<file path="src/rtl/shared_reg_pkg.sv">
// ----------------------------------------------------------------------------
// shared_reg_pkg
// Shared definitions for the shared-register write arbiter:
//   state_t  - sequencer states (IDLE, SETUP, CAPTURE, ACK), 2-bit encoding
//   CNT_W    - width of the setup-cycle counter
//   MAX_N    - largest supported requester count
//   PTR_W    - width of a requester index / round-robin pointer
//   rr_pick  - round-robin winner selection
// ----------------------------------------------------------------------------
package shared_reg_pkg;

    typedef enum logic [1:0] {
        ST_IDLE    = 2'd0,
        ST_SETUP   = 2'd1,
        ST_CAPTURE = 2'd2,
        ST_ACK     = 2'd3
    } state_t;

    localparam int CNT_W = 4;
    localparam int MAX_N = 8;
    localparam int PTR_W = 3;

    // Returns the index of the first set bit at or above ptr, wrapping.
    // Requests are zero-extended to MAX_N bits, so wrapping modulo MAX_N
    // visits the real requesters in exactly the same order as wrapping
    // modulo the actual requester count.
    function automatic logic [PTR_W-1:0] rr_pick(input logic [MAX_N-1:0] req,
                                                 input logic [PTR_W-1:0] ptr);
        logic [PTR_W-1:0] idx;
        logic [PTR_W-1:0] win;
        logic             found;
        win   = '0;
        found = 1'b0;
        for (int k = 0; k < MAX_N; k++) begin
            idx = ptr + PTR_W'(k);
            if (!found && req[idx]) begin
                win   = idx;
                found = 1'b1;
            end
        end
        return win;
    endfunction

endpackage

</file>
<file path="src/rtl/dff_en_reg.sv">
// ----------------------------------------------------------------------------
// dff_en_reg
// W-bit D flip-flop storage register with synchronous active-high reset and
// a capture enable.
// Ports:
//   i_clk  in  1 : rising-edge clock
//   i_rst  in  1 : synchronous reset, clears the register
//   i_en   in  1 : capture enable
//   i_d    in  W : data input
//   o_q    out W : register contents
// ----------------------------------------------------------------------------
module dff_en_reg #(
    parameter int W = 8
) (
    input  logic         i_clk,
    input  logic         i_rst,
    input  logic         i_en,
    input  logic [W-1:0] i_d,
    output logic [W-1:0] o_q
);

    logic [W-1:0] r_q;

    always_ff @(posedge i_clk) begin
        if (i_rst) begin
            r_q <= '0;
        end else if (i_en) begin
            r_q <= i_d;
        end
    end

    assign o_q = r_q;

endmodule

</file>
<file path="src/rtl/shared_reg_arbiter.sv">
// ----------------------------------------------------------------------------
// shared_reg_arbiter
// Round-robin write arbiter and sequencer for a shared W-bit register. The
// winning requester's data is staged, held on the register D inputs for
// SETUP_CYCLES cycles, captured with a single enable pulse, then acked.
// Ports:
//   clk       in  1   : rising-edge clock
//   rst       in  1   : synchronous active-high reset
//   req       in  N   : per-requester write request (level)
//   wdata     in  N*W : flattened write data, requester i at [i*W +: W]
//   gnt       out N   : one-hot grant, held for the whole transaction
//   ack       out N   : one-cycle completion pulse to the granted requester
//   q         out W   : shared register contents
//   busy      out 1   : high whenever the sequencer is not idle
//   wr_count  out 16  : completed-write counter, wraps
// ----------------------------------------------------------------------------
module shared_reg_arbiter
    import shared_reg_pkg::*;
#(
    parameter int N            = 2,
    parameter int W            = 8,
    parameter int SETUP_CYCLES = 1
) (
    input  logic           clk,
    input  logic           rst,
    input  logic [N-1:0]   req,
    input  logic [N*W-1:0] wdata,
    output logic [N-1:0]   gnt,
    output logic [N-1:0]   ack,
    output logic [W-1:0]   q,
    output logic           busy,
    output logic [15:0]    wr_count
);

    generate
        if (SETUP_CYCLES < 1 || SETUP_CYCLES > 15) begin : g_bad_setup
            $error("shared_reg_arbiter: SETUP_CYCLES must be in 1..15");
        end
        if (N < 2 || N > MAX_N) begin : g_bad_n
            $error("shared_reg_arbiter: N must be in 2..8");
        end
    endgenerate

    state_t             r_state;
    logic [N-1:0]       r_gnt;
    logic [W-1:0]       r_stage;
    logic [CNT_W-1:0]   r_cnt;
    logic [PTR_W-1:0]   r_ptr;
    logic [PTR_W-1:0]   r_idx;
    logic [15:0]        r_wr_count;

    logic [MAX_N-1:0]   w_req_ext;
    logic [PTR_W-1:0]   w_win;
    logic               w_en;
    logic [W-1:0]       w_d;
    logic [W-1:0]       w_q;

    always_comb begin
        w_req_ext        = '0;
        w_req_ext[N-1:0] = req;
    end

    assign w_win = rr_pick(w_req_ext, r_ptr);

    // Sequencer: req and wdata are only looked at in IDLE, so the staged
    // value is frozen for the rest of the transaction.
    always_ff @(posedge clk) begin
        if (rst) begin
            r_state <= ST_IDLE;
            r_gnt   <= '0;
            r_stage <= '0;
            r_cnt   <= '0;
            r_ptr   <= '0;
            r_idx   <= '0;
        end else begin
            case (r_state)
                ST_IDLE: begin
                    if (|req) begin
                        r_gnt   <= N'(1) << w_win;
                        r_idx   <= w_win;
                        r_stage <= wdata[int'(w_win)*W +: W];
                        r_cnt   <= CNT_W'(SETUP_CYCLES - 1);
                        r_state <= ST_SETUP;
                    end
                end
                ST_SETUP: begin
                    if (r_cnt == '0) begin
                        r_state <= ST_CAPTURE;
                    end else begin
                        r_cnt <= r_cnt - CNT_W'(1);
                    end
                end
                ST_CAPTURE: begin
                    r_state <= ST_ACK;
                end
                ST_ACK: begin
                    // Pointer moves past the requester just served.
                    r_ptr   <= (r_idx == PTR_W'(N - 1)) ? '0 : r_idx + PTR_W'(1);
                    r_gnt   <= '0;
                    r_state <= ST_IDLE;
                end
                default: begin
                    r_state <= ST_IDLE;
                end
            endcase
        end
    end

    always_ff @(posedge clk) begin
        if (rst) begin
            r_wr_count <= '0;
        end else begin
            r_wr_count <= r_wr_count + 16'(r_state == ST_ACK);
        end
    end

    // Outside CAPTURE the register recirculates its own value.
    assign w_en = (r_state == ST_CAPTURE);
    assign w_d  = w_en ? r_stage : w_q;

    dff_en_reg #(
        .W (W)
    ) u_reg (
        .i_clk (clk),
        .i_rst (rst),
        .i_en  (w_en),
        .i_d   (w_d),
        .o_q   (w_q)
    );

    assign gnt      = r_gnt;
    assign ack      = (r_state == ST_ACK) ? r_gnt : '0;
    assign busy     = (r_state != ST_IDLE);
    assign q        = w_q;
    assign wr_count = r_wr_count;

endmodule

</file>
<file path="config.mk">
export PLATFORM = sky130hd
export DESIGN_NAME = shared_reg_arbiter
export DESIGN_NICKNAME = d
export VERILOG_FILES = /design/src/rtl/shared_reg_pkg.sv /design/src/rtl/dff_en_reg.sv /design/src/rtl/shared_reg_arbiter.sv
export SDC_FILE = /design/constraint.sdc
export NUM_CORES = 1
export LEC_CHECK = 0
export ABC_CLOCK_PERIOD_IN_PS = 2300
export CAP_MARGIN = 30
export CORE_UTILIZATION = 51
export CTS_BUF_LIST = sky130_fd_sc_hd__clkbuf_8 sky130_fd_sc_hd__clkbuf_16
export CTS_CLUSTER_SIZE = 24
export DETAILED_ROUTE_END_ITERATION = 10
export MAX_ROUTING_LAYER = met4
export PLACE_DENSITY = 0.8
export SLEW_MARGIN = 0
export SYNTH_ARGS = -nofsm -noshare
export SYNTH_HDL_FRONTEND = slang
export SYNTH_HIERARCHICAL = 1
export SYNTH_SLANG_ARGS = --single-unit
</file>
<file path="constraint.sdc">
create_clock -name clk -period 2.3 [get_ports clk]
set_input_delay 0.345 -clock clk [delete_from_list [all_inputs] [get_ports clk]]
set_output_delay 0.345 -clock clk [all_outputs]
set_load 0.01 [all_outputs]
</file>
==> summary.md <==
| Metric | Value |
|---|---|
| Max Cap Violations | `0` |
| DR vias/cell | `5.50` |
| Post-Place Setup Slack | `-0.0839 ns` |
| Clk sinks | `46` |
| YS warnings | `6` |
| Die Area | `4880 um2` |
| # diodes | `0` |
| CTS Buf Count | `5` |
| Core footprint | `4380 um2` |
| Post-synth EDFFs | `0` |
| Slew headroom | `65.5%` |
| Layout cell share with drive strength beyond 1 | `11.4%` |
| Chip Width | `69.8 um` |
| Die Y | `69.8 um` |
| Placed Cells | `359` |
| PortBufs | `48` |
| Top_reg_cell synth | `dfxtp_1` |
| Proportion of netlist area held by the largest area contributor | `39.2%` |
| WP buf/inv | `1` |
| Slew Limit Fails | `0` |
| Largest net degree at the start of global routing | `49` |
| Status | `complete, no violations` |
| Detail Placement HPWL | `3640 um` |
| TritonRoute pass-1 iters | `4` |
| Clock Latency Late Sink | `0.30 ns` |
| Hold-fix buffers, CTS | `0` |
| Clock Skew | `0.00830 ns` |
| Critical Path, Cell by Cell | `inv_1 > ha_1 > nor2_1 > o311ai_2 > o221ai_1 > nand3_1 > a311oi_1` |
| Post-CTS setup buffers | `0` |
| Tcrit/Tclk final | `95.9%` |
| CTS resizes | `0` |
| Max Clock Freq | `0.453 GHz` |
| Mapped Cells | `260` |
| Hold Worst Slack | `0.498 ns` |
| Post-synthesis register bit count | `46` |
| Mean post-synth cell area | `9.03 um2` |
| CTS Buffer Depth | `2` |
| Fin util | `69.6%` |
| Slowest stage delay, CP | `0.48 ns` |
| Most frequent cell after synthesis | `nor2_1` |
| Initial Util | `53.5%` |
| Pleak | `1.15 nW` |
| FFs w/ async S/R, synth | `0%` |
| Maximum vdd drop | `0.674 mV` |
| CTS tree | `yes` |
| Min cycle time layout | `2.21 ns` |
| Worst-Margin Slew | `0.517 ns` |
| Initial antenna violation count | `0` |
| Top Ports | `49` |
| Vias in the first global route | `1940` |
| GRT Total Usage | `23.2%` |
| Area contributors post-synth | `dfxtp_1 (39%), nor2_1 (8.2%), ha_1 (5.3%)` |
| Crit path max-delay family | `compound AO/OA/AOI/OAI gates` |
| First-pass GRT wire length | `8760 um` |
| DR WL/cell | `14.2 um` |
| Worst EP required | `2.52 ns` |
| H-tree Lvls | `2` |
| CP Max Fanout | `5` |
| Final nets | `345` |
| Pwr/cell area | `856 nW/um2` |
| Vias | `2025` |
| Power Total | `2.61 mW` |
| Global route overflow | `0` |
| DRC | `0` |
| Crit end category | `flop` |
| Seq/Total Area, Yosys | `39.2%` |
| Antenna Nets Post-Route | `0` |
| CP Data Arrival Time | `2.43 ns` |
| Clk pin slew, worst setup/hold paths | `0.09 ns` |
| Leading cell types by count after synthesis | `nor2_1 (51), dfxtp_1 (46), nand3_1 (13)` |
| Initial DRC Count | `62` |
| Mapped Nets | `290` |
| Critical path startpoint category | `flop` |
| Unique masters post-synth | `47` |
| Largest area contributor in the synthesized netlist | `dfxtp_1` |
| Setup-failing EPs final | `0` |
| Final instance count without filler cells | `368` |
| Worst min path class | `flop to flop` |
| GPL Wtd Cong | `0.808` |
| Synth-to-layout area growth | `30.0%` |
| Reg-to-reg slack, setup | `0.09 ns` |
| Worst setup margin | `0.0946 ns` |
| Crit Path Class | `flop to flop` |
| Cell row count | `24` |
| Filler cells | `377` |
| CTS root buffer | `clkbuf_8` |
| Final WL | `5220 um` |
| Final-report hold violation count | `0` |
| Cell Area, Synth | `2350 um2` |
| CP max stage cell | `o221ai_1` |
-- worst reg2reg max path, cell delays in order (launching register included) --
cell      delay, ns
dfxtp_1        0.33
inv_1          0.09
ha_1           0.38
nor2_1         0.27
o311ai_2       0.18
o221ai_1       0.48
nand3_1        0.14
a311oi_1       0.26
-- power breakdown --
group          internal, mW  switching (mW)  leakage (nW)
sequential            0.924          0.0967         0.374
clock                 0.238           0.269        0.0524
combinational         0.509           0.574         0.722
total                  1.67           0.939          1.15
-- flip-flops by register name, indices dropped and copies added, names as in the netlist --
| register | count |
|---|---|
| r_state | 2 |
| r_stage | 8 |
| r_idx | 3 |
| r_cnt | 4 |
| r_ptr | 3 |
| wr_count | 16 |
| gnt | 2 |
| u_reg/o_q | 8 |
-- layer usage --
metal | up-vias | GRT usage, % | part of all wire, %
met5 | - | - | 0
met4 | 0 | 9.11 | 1.8
met3 | 8 | 6.10 | 4.9
met2 | 44 | 37.7 | 48
met1 | 942 | 27.3 | 45
li1 | 1031 | - | -
-- cell usage in the layout, fill, tap and decap left out, types with 2 or more instances in the layout --
| cell | n |
|---|---|
| dfxtp_1 | 46 |
| a211oi_1 | 3 |
| ha_1 | 10 |
| xor2_1 | 9 |
| xnor2_1 | 6 |
| nand3b_1 | 2 |
| inv_1 | 10 |
| clkdlybuf4s50_1 | 48 |
| mux2_2 | 9 |
| o21ai_1 | 8 |
| nand3_1 | 13 |
| nand2b_1 | 4 |
| nor3_1 | 6 |
| nor2_1 | 51 |
| mux2i_1 | 10 |
| a311oi_1 | 9 |
| nand4_1 | 3 |
| buf_4 | 9 |
| clkbuf_8 | 6 |
| o21ai_0 | 4 |
| a21oi_1 | 2 |
| nor3b_1 | 4 |
| nand2_1 | 11 |
| nor2b_1 | 3 |
| o21bai_1 | 2 |
| and2_1 | 4 |
-- cell type report --
type,count,area [um2],share of cell area (%)
multi-input combinational,195,1370,45.0
tap,52,65.1,2.13
clock inverter,2,8.76,0.287
sequential,46,921,30.2
timing repair buffer,58,568,18.6
clock buffer,6,82.6,2.71
inverter,9,33.8,1.11
-- worst paths after layout --
path | from | end | depth (start not counted)
worst max-delay path | r_ptr[1]$_SDFFE_PP0P_ | r_stage[3]$_SDFFE_PP0P_ | 7
worst max register to register | r_ptr[1]$_SDFFE_PP0P_ | r_stage[3]$_SDFFE_PP0P_ | 7
worst min-delay path | r_stage[5]$_SDFFE_PP0P_ | r_stage[5]$_SDFFE_PP0P_ | 2
worst min register to register | r_stage[5]$_SDFFE_PP0P_ | r_stage[5]$_SDFFE_PP0P_ | 2
-- cell families after synthesis --
kind of cell / Yosys count / synth area share, %
flops: 46 / 39.2
mux: 19 / 8.58
simple gates: 110 / 22.8
xor+xnor: 15 / 5.60
buf+inv: 20 / 3.52
compound gates: 40 / 14.9
fa+ha+maj: 10 / 5.33
-- through the flow --
stage	TNS, ns	instance area [um2]
2_1_floorplan	0	2350
3_3_place_gp	0	2930
3_5_place_dp	-0.192	2930
4_1_cts	0	3020
5_1_grt	-0.0347	3050
6_report	0	3050
(Power assumes the default switching activity.)
